==> src/rtl/pc_sequencer_if.sv <==
`default_nettype none
// ============================================================================
// pc_sequencer_if : fetch/execute handshake and branch-control bundle
// Rev 1.0
// ============================================================================
interface pc_sequencer_if;
  logic        imem_req;
  logic [31:0] imem_addr;
  logic        imem_valid;
  logic        exec_done;
  logic        branch;
  logic [2:0]  brcond;
  logic        blop;
  logic        br_reg;
  logic [31:0] offset;
  logic [31:0] rs_val;
  logic        flag_we;
  logic        carry_in;
  logic [31:0] pc;
  logic        link_we;
  logic [31:0] link_data;
  logic        busy;

  // Sequencer side
  modport master (
    output imem_req, imem_addr, pc, link_we, link_data, busy,
    input  imem_valid, exec_done, branch, brcond, blop, br_reg,
           offset, rs_val, flag_we, carry_in
  );

  // Memory/datapath side
  modport slave (
    input  imem_req, imem_addr, pc, link_we, link_data, busy,
    output imem_valid, exec_done, branch, brcond, blop, br_reg,
           offset, rs_val, flag_we, carry_in
  );
endinterface
`default_nettype wire

==> src/rtl/pc_sequencer.sv <==
`default_nettype none
// ============================================================================
// pc_sequencer : IDLE/FETCH/EXEC program-counter sequencer with branches,
//                branch-and-link and a carry flag.   Rev 1.0
// ============================================================================
module pc_sequencer #(
  parameter logic [31:0] RESET_PC = 32'h0000_0000
) (
  input  logic            clk,
  input  logic            reset,
  pc_sequencer_if.master  bus
);

  typedef enum logic [1:0] {
    S_IDLE  = 2'd0,
    S_FETCH = 2'd1,
    S_EXEC  = 2'd2
  } state_t;

  localparam logic [2:0] c_br_always = 3'd1;
  localparam logic [2:0] c_br_ltz    = 3'd2;
  localparam logic [2:0] c_br_z      = 3'd3;
  localparam logic [2:0] c_br_nz     = 3'd4;
  localparam logic [2:0] c_br_cy     = 3'd5;
  localparam logic [2:0] c_br_ncy    = 3'd6;

  state_t      state_q, state_d;
  logic [31:0] pc_q, pc_d;
  logic        carry_q, carry_d;
  logic        link_we_q, link_we_d;
  logic [31:0] link_data_q, link_data_d;
  logic        imem_req_q, imem_req_d;
  logic        busy_q, busy_d;

  logic        cond;
  logic        taken;
  logic        retire;
  logic [31:0] pc_plus4;
  logic [31:0] pc_rel;

  assign pc_plus4 = pc_q + 32'd4;
  assign pc_rel   = pc_q + (bus.offset << 2);
  assign retire   = (state_q == S_EXEC) && bus.exec_done;

  // Condition uses the carry held before any same-cycle flag update.
  always_comb begin
    cond = 1'b0;
    case (bus.brcond)
      c_br_always: cond = 1'b1;
      c_br_ltz:    cond = bus.rs_val[31];
      c_br_z:      cond = (bus.rs_val == 32'd0);
      c_br_nz:     cond = (bus.rs_val != 32'd0);
      c_br_cy:     cond = carry_q;
      c_br_ncy:    cond = ~carry_q;
      default:     cond = 1'b0;
    endcase
    taken = bus.branch & cond;
  end

  always_comb begin
    state_d     = state_q;
    pc_d        = pc_q;
    carry_d     = carry_q;
    link_we_d   = 1'b0;
    link_data_d = link_data_q;

    case (state_q)
      S_IDLE:  state_d = S_FETCH;
      S_FETCH: if (bus.imem_valid) state_d = S_EXEC;
      S_EXEC:  if (bus.exec_done)  state_d = S_FETCH;
      default: state_d = S_IDLE;
    endcase

    if (retire) begin
      if (taken && bus.br_reg) begin
        pc_d = bus.rs_val;
      end else if (taken) begin
        pc_d = pc_rel;
      end else begin
        pc_d = pc_plus4;
      end
      if (bus.branch && bus.blop) begin
        link_we_d   = 1'b1;
        link_data_d = pc_plus4;
      end
      if (bus.flag_we) begin
        carry_d = bus.carry_in;
      end
    end

    imem_req_d = (state_d == S_FETCH);
    busy_d     = (state_d != S_IDLE);
  end

  always_ff @(posedge clk) begin
    if (reset) begin
      state_q     <= S_IDLE;
      pc_q        <= RESET_PC;
      carry_q     <= 1'b0;
      link_we_q   <= 1'b0;
      link_data_q <= 32'd0;
      imem_req_q  <= 1'b0;
      busy_q      <= 1'b0;
    end else begin
      state_q     <= state_d;
      pc_q        <= pc_d;
      carry_q     <= carry_d;
      link_we_q   <= link_we_d;
      link_data_q <= link_data_d;
      imem_req_q  <= imem_req_d;
      busy_q      <= busy_d;
    end
  end

  assign bus.imem_req  = imem_req_q;
  assign bus.imem_addr = pc_q;
  assign bus.pc        = pc_q;
  assign bus.link_we   = link_we_q;
  assign bus.link_data = link_data_q;
  assign bus.busy      = busy_q;

endmodule
`default_nettype wire

==> src/flat_wrapper.sv <==
// flat-port wrapper written by rule: the top's interface ports become plain ports
module pc_sequencer_flat 
#(
  parameter logic [31:0] RESET_PC = 32'h0000_0000
)
  (clk, reset, bus_imem_req, bus_imem_addr, bus_pc, bus_link_we, bus_link_data, bus_busy, bus_imem_valid, bus_exec_done, bus_branch, bus_brcond, bus_blop, bus_br_reg, bus_offset, bus_rs_val, bus_flag_we, bus_carry_in);
  pc_sequencer_if bus_i ();
  input  logic clk;
  input  logic reset;
  output wire logic [$bits(bus_i.imem_req)-1:0] bus_imem_req;
  output wire logic [$bits(bus_i.imem_addr)-1:0] bus_imem_addr;
  output wire logic [$bits(bus_i.pc)-1:0] bus_pc;
  output wire logic [$bits(bus_i.link_we)-1:0] bus_link_we;
  output wire logic [$bits(bus_i.link_data)-1:0] bus_link_data;
  output wire logic [$bits(bus_i.busy)-1:0] bus_busy;
  input wire logic [$bits(bus_i.imem_valid)-1:0] bus_imem_valid;
  input wire logic [$bits(bus_i.exec_done)-1:0] bus_exec_done;
  input wire logic [$bits(bus_i.branch)-1:0] bus_branch;
  input wire logic [$bits(bus_i.brcond)-1:0] bus_brcond;
  input wire logic [$bits(bus_i.blop)-1:0] bus_blop;
  input wire logic [$bits(bus_i.br_reg)-1:0] bus_br_reg;
  input wire logic [$bits(bus_i.offset)-1:0] bus_offset;
  input wire logic [$bits(bus_i.rs_val)-1:0] bus_rs_val;
  input wire logic [$bits(bus_i.flag_we)-1:0] bus_flag_we;
  input wire logic [$bits(bus_i.carry_in)-1:0] bus_carry_in;
  assign bus_imem_req = bus_i.imem_req;
  assign bus_imem_addr = bus_i.imem_addr;
  assign bus_pc = bus_i.pc;
  assign bus_link_we = bus_i.link_we;
  assign bus_link_data = bus_i.link_data;
  assign bus_busy = bus_i.busy;
  assign bus_i.imem_valid = bus_imem_valid;
  assign bus_i.exec_done = bus_exec_done;
  assign bus_i.branch = bus_branch;
  assign bus_i.brcond = bus_brcond;
  assign bus_i.blop = bus_blop;
  assign bus_i.br_reg = bus_br_reg;
  assign bus_i.offset = bus_offset;
  assign bus_i.rs_val = bus_rs_val;
  assign bus_i.flag_we = bus_flag_we;
  assign bus_i.carry_in = bus_carry_in;
  pc_sequencer #(.RESET_PC(RESET_PC)) u_core (.clk(clk), .reset(reset), .bus(bus_i));
endmodule
==> config.mk <==
export PLATFORM = sky130hd
export DESIGN_NAME = pc_sequencer_flat
export DESIGN_NICKNAME = d
export VERILOG_FILES = /design/src/rtl/pc_sequencer_if.sv /design/src/rtl/pc_sequencer.sv /design/src/flat_wrapper.sv
export SDC_FILE = /design/constraint.sdc
export NUM_CORES = 1
export LEC_CHECK = 0
export CORE_AREA = 8 8 114 116
export DETAILED_ROUTE_END_ITERATION = 7
export DIE_AREA = 0 0 122 124
export GPL_TIMING_DRIVEN = 0
export HOLD_SLACK_MARGIN = 0.02
export PLACE_DENSITY = 0.85
export SYNTH_ARGS = -nofsm -noshare
export SYNTH_HDL_FRONTEND = slang
export SYNTH_SLANG_ARGS = --single-unit
==> constraint.sdc <==
create_clock -name clk -period 4.42 [get_ports clk]
set_input_delay 0.663 -clock clk [delete_from_list [all_inputs] [get_ports clk]]
set_output_delay 0.663 -clock clk [all_outputs]
set_load 0.1 [all_outputs]
==> impl_metrics.tcl, run 1 <==
set metrics [dict create \
    dieArea_um2 15100 \
    relSlewSlack_pct 32.0 \
    ios 175 \
    gp_congestion 0.956 \
    core_area_um2 11200 \
    cpPeakStageDelay_ns 0.52 \
    clk_latency_ns 0.33 \
    fin_crit_ns 3.40 \
    synth_cell_types 76 \
    r2r_cells 10 \
    crit_fanout 10 \
    worstMarginPinSlew_ns 1.02 \
    routed-wl-met3_um 2210 \
    ff2ff_setup_slack_ns 1.34 \
    hold_path_startpoint "u_core.bus.link_data[1]$_SDFFE_PP0P_" \
    ys_ff_latch 70 \
    rsz0062_at_grt "no" \
    crit_type "input port to flop" \
    layoutNonFillerInstCount 1051 \
    nFillCells 911 \
    p_leak_uw 0.00281 \
    hold_buffers 0 \
    finalSetupViolCount 0 \
    drtAntennaViolNets 0 \
    cp_slowest_cell "nor4_1" \
    slew_viol_final 0 \
    die-width_um 122 \
    holdPathEnd "u_core.bus.link_data[1]$_SDFFE_PP0P_" \
    wl_per_cell_um 19.2 \
    firstDrtPassIters 6 \
    max_freq_ghz 0.295 \
    final_nets 1010 \
    num_vias 6373 \
    placed_area_um2 7420 \
    cts_resized 0 \
    ys.flop_type "dfxtp_1" \
    cts_max_level 3 \
    syn_inst 721 \
    r2r_start "u_core.bus.imem_addr[2]$_SDFFE_PP0P_" \
    dp_cells 1035 \
    hold_viol_final 0 \
    timing.final.crit_share_pct 76.8 \
    hold_class "flop to flop" \
    cts_tree "done" \
    drive_gt1_share_pct 9.80 \
    highest_layer "met4" \
    crit_path_frequent_cell "nand4_1" \
    first_global_vias 6026 \
    initial_utilization_pct 49.5 \
    met1Wirelength_um 8380 \
    antenna_found_initial 0 \
    r2r-end "u_core.bus.imem_addr[24]$_SDFFE_PP0P_" \
    finalSetupTns_ns 0 \
    cts_made_buffers 9 \
    clkSinkCount 70 \
    wl_met2_um 8910 \
    peakVddDrop_v 0.000232 \
    synth-edff-count 0 \
    fin_area_um2 7730 \
    syn_to_final_growth_pct 39.7 \
    diodes 0 \
    cts_setup_buffers 0 \
    yosysWarningCount 0 \
    cts.reportedPaths.clkPinSlew_ns 0.06 \
    hold-path-cell-count 2 \
    io_buffers 171 \
    cp-end-kind "flop" \
    regArea_um2 1400 \
    via_per_inst 6.06 \
    clk_path_buf_depth 2 \
    place_hpwl_um 16000 \
    synth_fp_nets 828 \
    row_count 39 \
    postSynthAreaPerCell_um2 7.67 \
    drt-initial-drc-count 813 \
    gr-total-overflow 0 \
    grt_max_degree 15 \
    syn_area_um2 5530 \
    routed_wl_um 20100 \
    drv_cap 0 \
    cts-root-buf "clkbuf_16" \
    fin_worst_skew_ns 0.00528 \
    grt_usage_pct 25.9 \
    die_y_um 124 \
    grt_pass1_wl_um 31200 \
    crit_chain "clkdlybuf4s50_1 -> nor4_1 -> nand4_1 -> o21ai_1 -> nor3b_2 -> buf_2 -> buf_1 -> nand4_1 -> nand3_1 -> a21oi_1" \
    critical_path_arrival_ns 3.59 \
    drc 0 \
    outcome "completed" \
    power_density_nw_per_um2 223 \
    cp.required_ns 4.61 \
    multi_input_area_um2 3660 \
    async_reset_ff_share_pct 0 \
    startpoint_type "input port" \
    yosysSeqAreaShare_pct 25.3 \
]
[sequential cells by signal, summed over array words and instances (netlist names)]
name and count:
u_core.state_q 2, u_core.bus.link_data 32, u_core.bus.link_we 1, u_core.bus.imem_addr 32
u_core.bus.busy 1, u_core.bus.imem_req 1, u_core.carry_q 1
[cells in the final DEF (no fill, tap or decap), types with 5 or more instances in the layout]
cell type	netlist	final
a21oi_1	57	57
buf_2	8	8
mux2i_1	5	5
clkbuf_1	26	26
a311oi_1	5	5
a21o_1	9	9
a211oi_1	26	26
nand2_1	65	65
o21ai_0	39	39
and3_1	10	10
or3_1	6	6
nor4_1	12	12
dfxtp_1	70	70
nor3_1	6	6
clkdlybuf4s50_1	0	171
nand2b_1	5	5
nor2_1	79	79
ha_1	30	30
xnor2_1	26	26
nor3b_1	5	5
a22oi_1	11	11
a31oi_1	7	7
nand4_1	13	13
nand3_1	31	31
or4_1	5	5
clkbuf_16	0	9
xor2_1	18	18
buf_4	35	35
inv_1	9	9
o211ai_1	9	9
o31ai_1	6	6
[stage by stage]
stage / setup WS [ns] / total power, µW / hold WS (ns) / util (%)
floorplan: 1.19 / 858 / 0.441 / -
global route: 0.831 / 1770 / 0.473 / 69.1
global placement: 0.871 / 991 / 0.441 / 66.4
detailed placement: 0.858 / 993 / 0.452 / 66.4
CTS: 1.20 / 1710 / 0.461 / 69.1
finish: 1.02 / 1720 / 0.459 / 69.1
[routing by layer]
layer / global-route usage [%] / vias up
met4: 10.8 / 0
met3: 5.30 / 50
met2: 40.4 / 399
met1: 34.0 / 2928
met5: 0 / -
li1: - / 2996
[synthesized netlist by cell type, types with 5 or more instances]
master	number	area, µm²
clkbuf_1	26	97.6
and3_1	10	62.6
a22oi_1	11	82.6
a211oi_1	26	195
xnor2_1	26	228
or4_1	5	37.5
o21ai_0	39	195
dfxtp_1	70	1400
a311oi_1	5	43.8
a21oi_1	57	285
nand3_1	31	155
o31ai_1	6	45.0
xor2_1	18	158
mux2i_1	5	50.1
ha_1	30	375
nand2_1	65	244
o211ai_1	9	67.6
inv_1	9	33.8
buf_4	35	263
nand4_1	13	81.3
a21o_1	9	67.6
buf_2	8	40.0
a31oi_1	7	43.8
nor2_1	79	297
nand2b_1	5	31.3
nor3b_1	5	37.5
or3_1	6	37.5
nor4_1	12	75.1
nor3_1	6	30.0
[logic make-up after synthesis]
group                    synth area share (%)
AND/OR/NAND/NOR                          24.3
adder cells (fa/ha/maj)                  7.15
buffers and inverters                    8.46
multiplexers                             1.31
flip-flops                               25.3
XOR/XNOR                                 6.97
AO/OA/AOI/OAI                            26.4
[power by group]
group | leakage [µW] | internal, µW | switching [µW]
Sequential | 0.000565 | 639 | 11.1
Clock | 0.000147 | 444 | 291
Combinational | 0.00210 | 133 | 203
[worst max path at each step]
stage / start / endpoint / slack, ns / depth (start not counted)
after global routing: bus_rs_val[16] / u_core.bus.imem_addr[31]$_SDFFE_PP0P_ / 0.83 / 10
after global placement: bus_rs_val[16] / u_core.bus.imem_addr[13]$_SDFFE_PP0P_ / 0.87 / 10
after detailed placement: bus_rs_val[16] / u_core.bus.imem_addr[13]$_SDFFE_PP0P_ / 0.86 / 10
after floorplan: u_core.bus.imem_addr[2]$_SDFFE_PP0P_ / u_core.bus.imem_addr[24]$_SDFFE_PP0P_ / 1.19 / 10
after CTS: bus_rs_val[16] / u_core.bus.imem_addr[29]$_SDFFE_PP0P_ / 1.20 / 10
final: bus_rs_val[16] / u_core.bus.imem_addr[13]$_SDFFE_PP0P_ / 1.02 / 10
[final cells by class]
type	count	share of cell area, %
Tap cell	143	2.32
Clock inverter	7	1.05
Clock buffer	9	2.91
Buffer	75	5.62
Multi-Input combinational cell	567	47.4
Inverter	9	0.437
Timing Repair Buffer	171	22.2
Sequential cell	70	18.1
[critical path, delay by kind of cell]
kind,cells,cell delay (ns)
buf+inv,3,1.19
simple gates,5,1.42
compound gates,2,0.31
Note: power is estimated with default switching activity, not from simulation.
==> run 2: changes to the inputs <==
--- a/config.mk
+++ b/config.mk
@@ -5,12 +5,12 @@
 export SDC_FILE = /design/constraint.sdc
 export NUM_CORES = 1
 export LEC_CHECK = 0
-export CORE_AREA = 8 8 114 116
+export CORE_AREA = 8 8 117 119
 export DETAILED_ROUTE_END_ITERATION = 7
-export DIE_AREA = 0 0 122 124
+export DIE_AREA = 0 0 125 127
 export GPL_TIMING_DRIVEN = 0
 export HOLD_SLACK_MARGIN = 0.02
-export PLACE_DENSITY = 0.85
+export PLACE_DENSITY = 0.81
 export SYNTH_ARGS = -nofsm -noshare
 export SYNTH_HDL_FRONTEND = slang
 export SYNTH_SLANG_ARGS = --single-unit
==> constraint.sdc (replaced) <==
create_clock -name clk -period 3.2 [get_ports clk]
set_input_delay 0.48 -clock clk [delete_from_list [all_inputs] [get_ports clk]]
set_output_delay 0.48 -clock clk [all_outputs]
set_load 0.1 [all_outputs]
==> run 2 against run 1 <==
Effect of this change:
- power increased by 34%
- utilization decreased by 3.6 points
- register-to-register slack got worse by 1.1 ns
- largest cell class unchanged
- highest routed layer unchanged
==> impl_metrics.tcl, run 2 (synthesis gave the netlist of run 1 again) <==
set metrics [dict create \
    clkSinkCount 70 \
    crit_fanout 3 \
    drive_gt1_share_pct 10.6 \
    syn_to_final_growth_pct 40.0 \
    first_global_vias 5866 \
    finalSetupViolCount 0 \
    hold_viol_final 0 \
    initial_utilization_pct 46.8 \
    crit_type "input port to flop" \
    diodes 0 \
    grt_usage_pct 24.3 \
    ios 175 \
    firstDrtPassIters 5 \
    max_freq_ghz 0.325 \
    cts.reportedPaths.clkPinSlew_ns 0.06 \
    wl_per_cell_um 19.3 \
    clk_latency_ns 0.33 \
    cp.required_ns 3.42 \
    p_leak_uw 0.00281 \
    timing.final.crit_share_pct 96.2 \
    row_count 40 \
    rsz0062_at_grt "no" \
    hold_class "flop to flop" \
    dp_worst_setup_slack_ns -0.238 \
    die-width_um 125 \
    cts-root-buf "clkbuf_16" \
    antenna_found_initial 0 \
    drt-initial-drc-count 546 \
    pwr-share-clk_pct 40.9 \
    die_y_um 127 \
    seqPwrFrac_pct 38.8 \
    via_per_inst 5.95 \
    place_hpwl_um 16000 \
    grt_max_degree 13 \
    sw_frac_of_total_pct 29.5 \
    gr-total-overflow 0 \
    core_area_um2 11800 \
    worstMarginPinSlew_ns 1.02 \
    final_nets 1010 \
    peakVddDrop_v 0.000276 \
    comb_power_share_pct 20.3 \
    cts_max_level 3 \
    power_density_nw_per_um2 299 \
    most-common-layout-cells "171 x clkdlybuf4s50_1, 79 x nor2_1, 68 x dfxtp_1" \
    cts_tree "done" \
    grt_pass1_wl_um 31300 \
    drtAntennaViolNets 0 \
    critical_path_arrival_ns 3.30 \
    dieArea_um2 15900 \
    final_common_cell "clkdlybuf4s50_1" \
    cts_resized 0 \
    p_int_uw 1630 \
    clk_path_buf_depth 2 \
    hold_ws_ns 0.458 \
    io_buffers 171 \
    num_vias 6278 \
    crit_chain "clkdlybuf4s50_1 -> ha_1 -> fa_1 -> a21o_1 -> nand4_1 -> and3_1 -> o311ai_2 -> a21boi_1 -> o31ai_2 -> a2bb2oi_1 -> nand2_1" \
    slew_viol_final 0 \
    drc 0 \
    fin_worst_skew_ns 0.00454 \
    startpoint_type "input port" \
    drv_cap 0 \
    outcome "completed" \
    relSlewSlack_pct 31.7 \
    gp_congestion 0.970 \
    fin_crit_ns 3.08 \
    p_sw_uw 682 \
    routed_wl_um 20300 \
    cp-end-kind "flop" \
    cpPeakStageDelay_ns 0.47 \
    cts_setup_buffers 0 \
    cp_slowest_cell "clkdlybuf4s50_1" \
    hold_buffers 0 \
    fin_ws_ns 0.120 \
    cts_made_buffers 9 \
]
run 2: cell count changes in the layout (fill, tap and decap cells not counted), sizes merged:
cell      before  now
clkbuf        37   40
inv           12    9
buf           47   46
bufinv         1    0
clkinv         2    3
clkinvlp       1    2
run 2: layer usage:
metal | global-route usage, % | part of all wire (%) | routed length (µm) | vias up
met5 | 0 | 0 | 0 | -
met4 | 7.16 | 1.6 | 331 | 0
met2 | 39.5 | 45 | 9190 | 357
met1 | 31.1 | 42 | 8630 | 2877
met3 | 5.99 | 11 | 2180 | 35
li1 | - | - | - | 3009
run 2: critical path: cells and delay by family:
family | cells | cell delay [ns]
simple gates | 3 | 0.44
compound gates | 5 | 1.38
fa+ha+maj | 2 | 0.53
buf+inv | 1 | 0.47
run 2: power by group through the flow:
stage / clock network, µW / logic (µW) / registers, µW
floorplan: 0 / 208 / 977
global placement: 0 / 456 / 916
detailed placement: 0 / 457 / 917
CTS: 949 / 460 / 898
global route: 993 / 494 / 899
finish: 948 / 469 / 899
run 2: path summary, 6_finish.rpt:
check	startpoint	end	slack, ns	cells after the start
max	bus_offset[0]	u_core.bus.imem_addr[24]$_SDFFE_PP0P_	0.12	11
min	u_core.bus.link_data[0]$_SDFFE_PP0P_	u_core.bus.link_data[0]$_SDFFE_PP0P_	0.46	2
max reg2reg	u_core.bus.imem_addr[2]$_SDFFE_PP0P_	u_core.bus.imem_addr[24]$_SDFFE_PP0P_	0.22	10
min reg2reg	u_core.bus.link_data[0]$_SDFFE_PP0P_	u_core.bus.link_data[0]$_SDFFE_PP0P_	0.46	2
run 2: cell type report:
cell class / instances / area [µm²]
plain buffers: 75 / 435
clock buffers: 11 / 253
clock inverters: 5 / 33.8
fillers: 1022 / 4070
inverters: 9 / 33.8
multi-input cells: 567 / 3680
flip-flops and latches: 70 / 1400
well taps: 147 / 184
repair buffers: 171 / 1710
run 2: stage by stage:
step	instances	utilization, %	setup TNS, ns	power [µW]	instance area, µm²
floorplan	721	-	0	1180	5530
global placement	1039	62.9	-4.63	1370	7430
detailed placement	1039	62.9	-3.42	1370	7430
CTS	1055	65.3	0	2310	7710
global route	1055	65.5	0	2390	7740
finish	1055	65.5	0	2320	7740
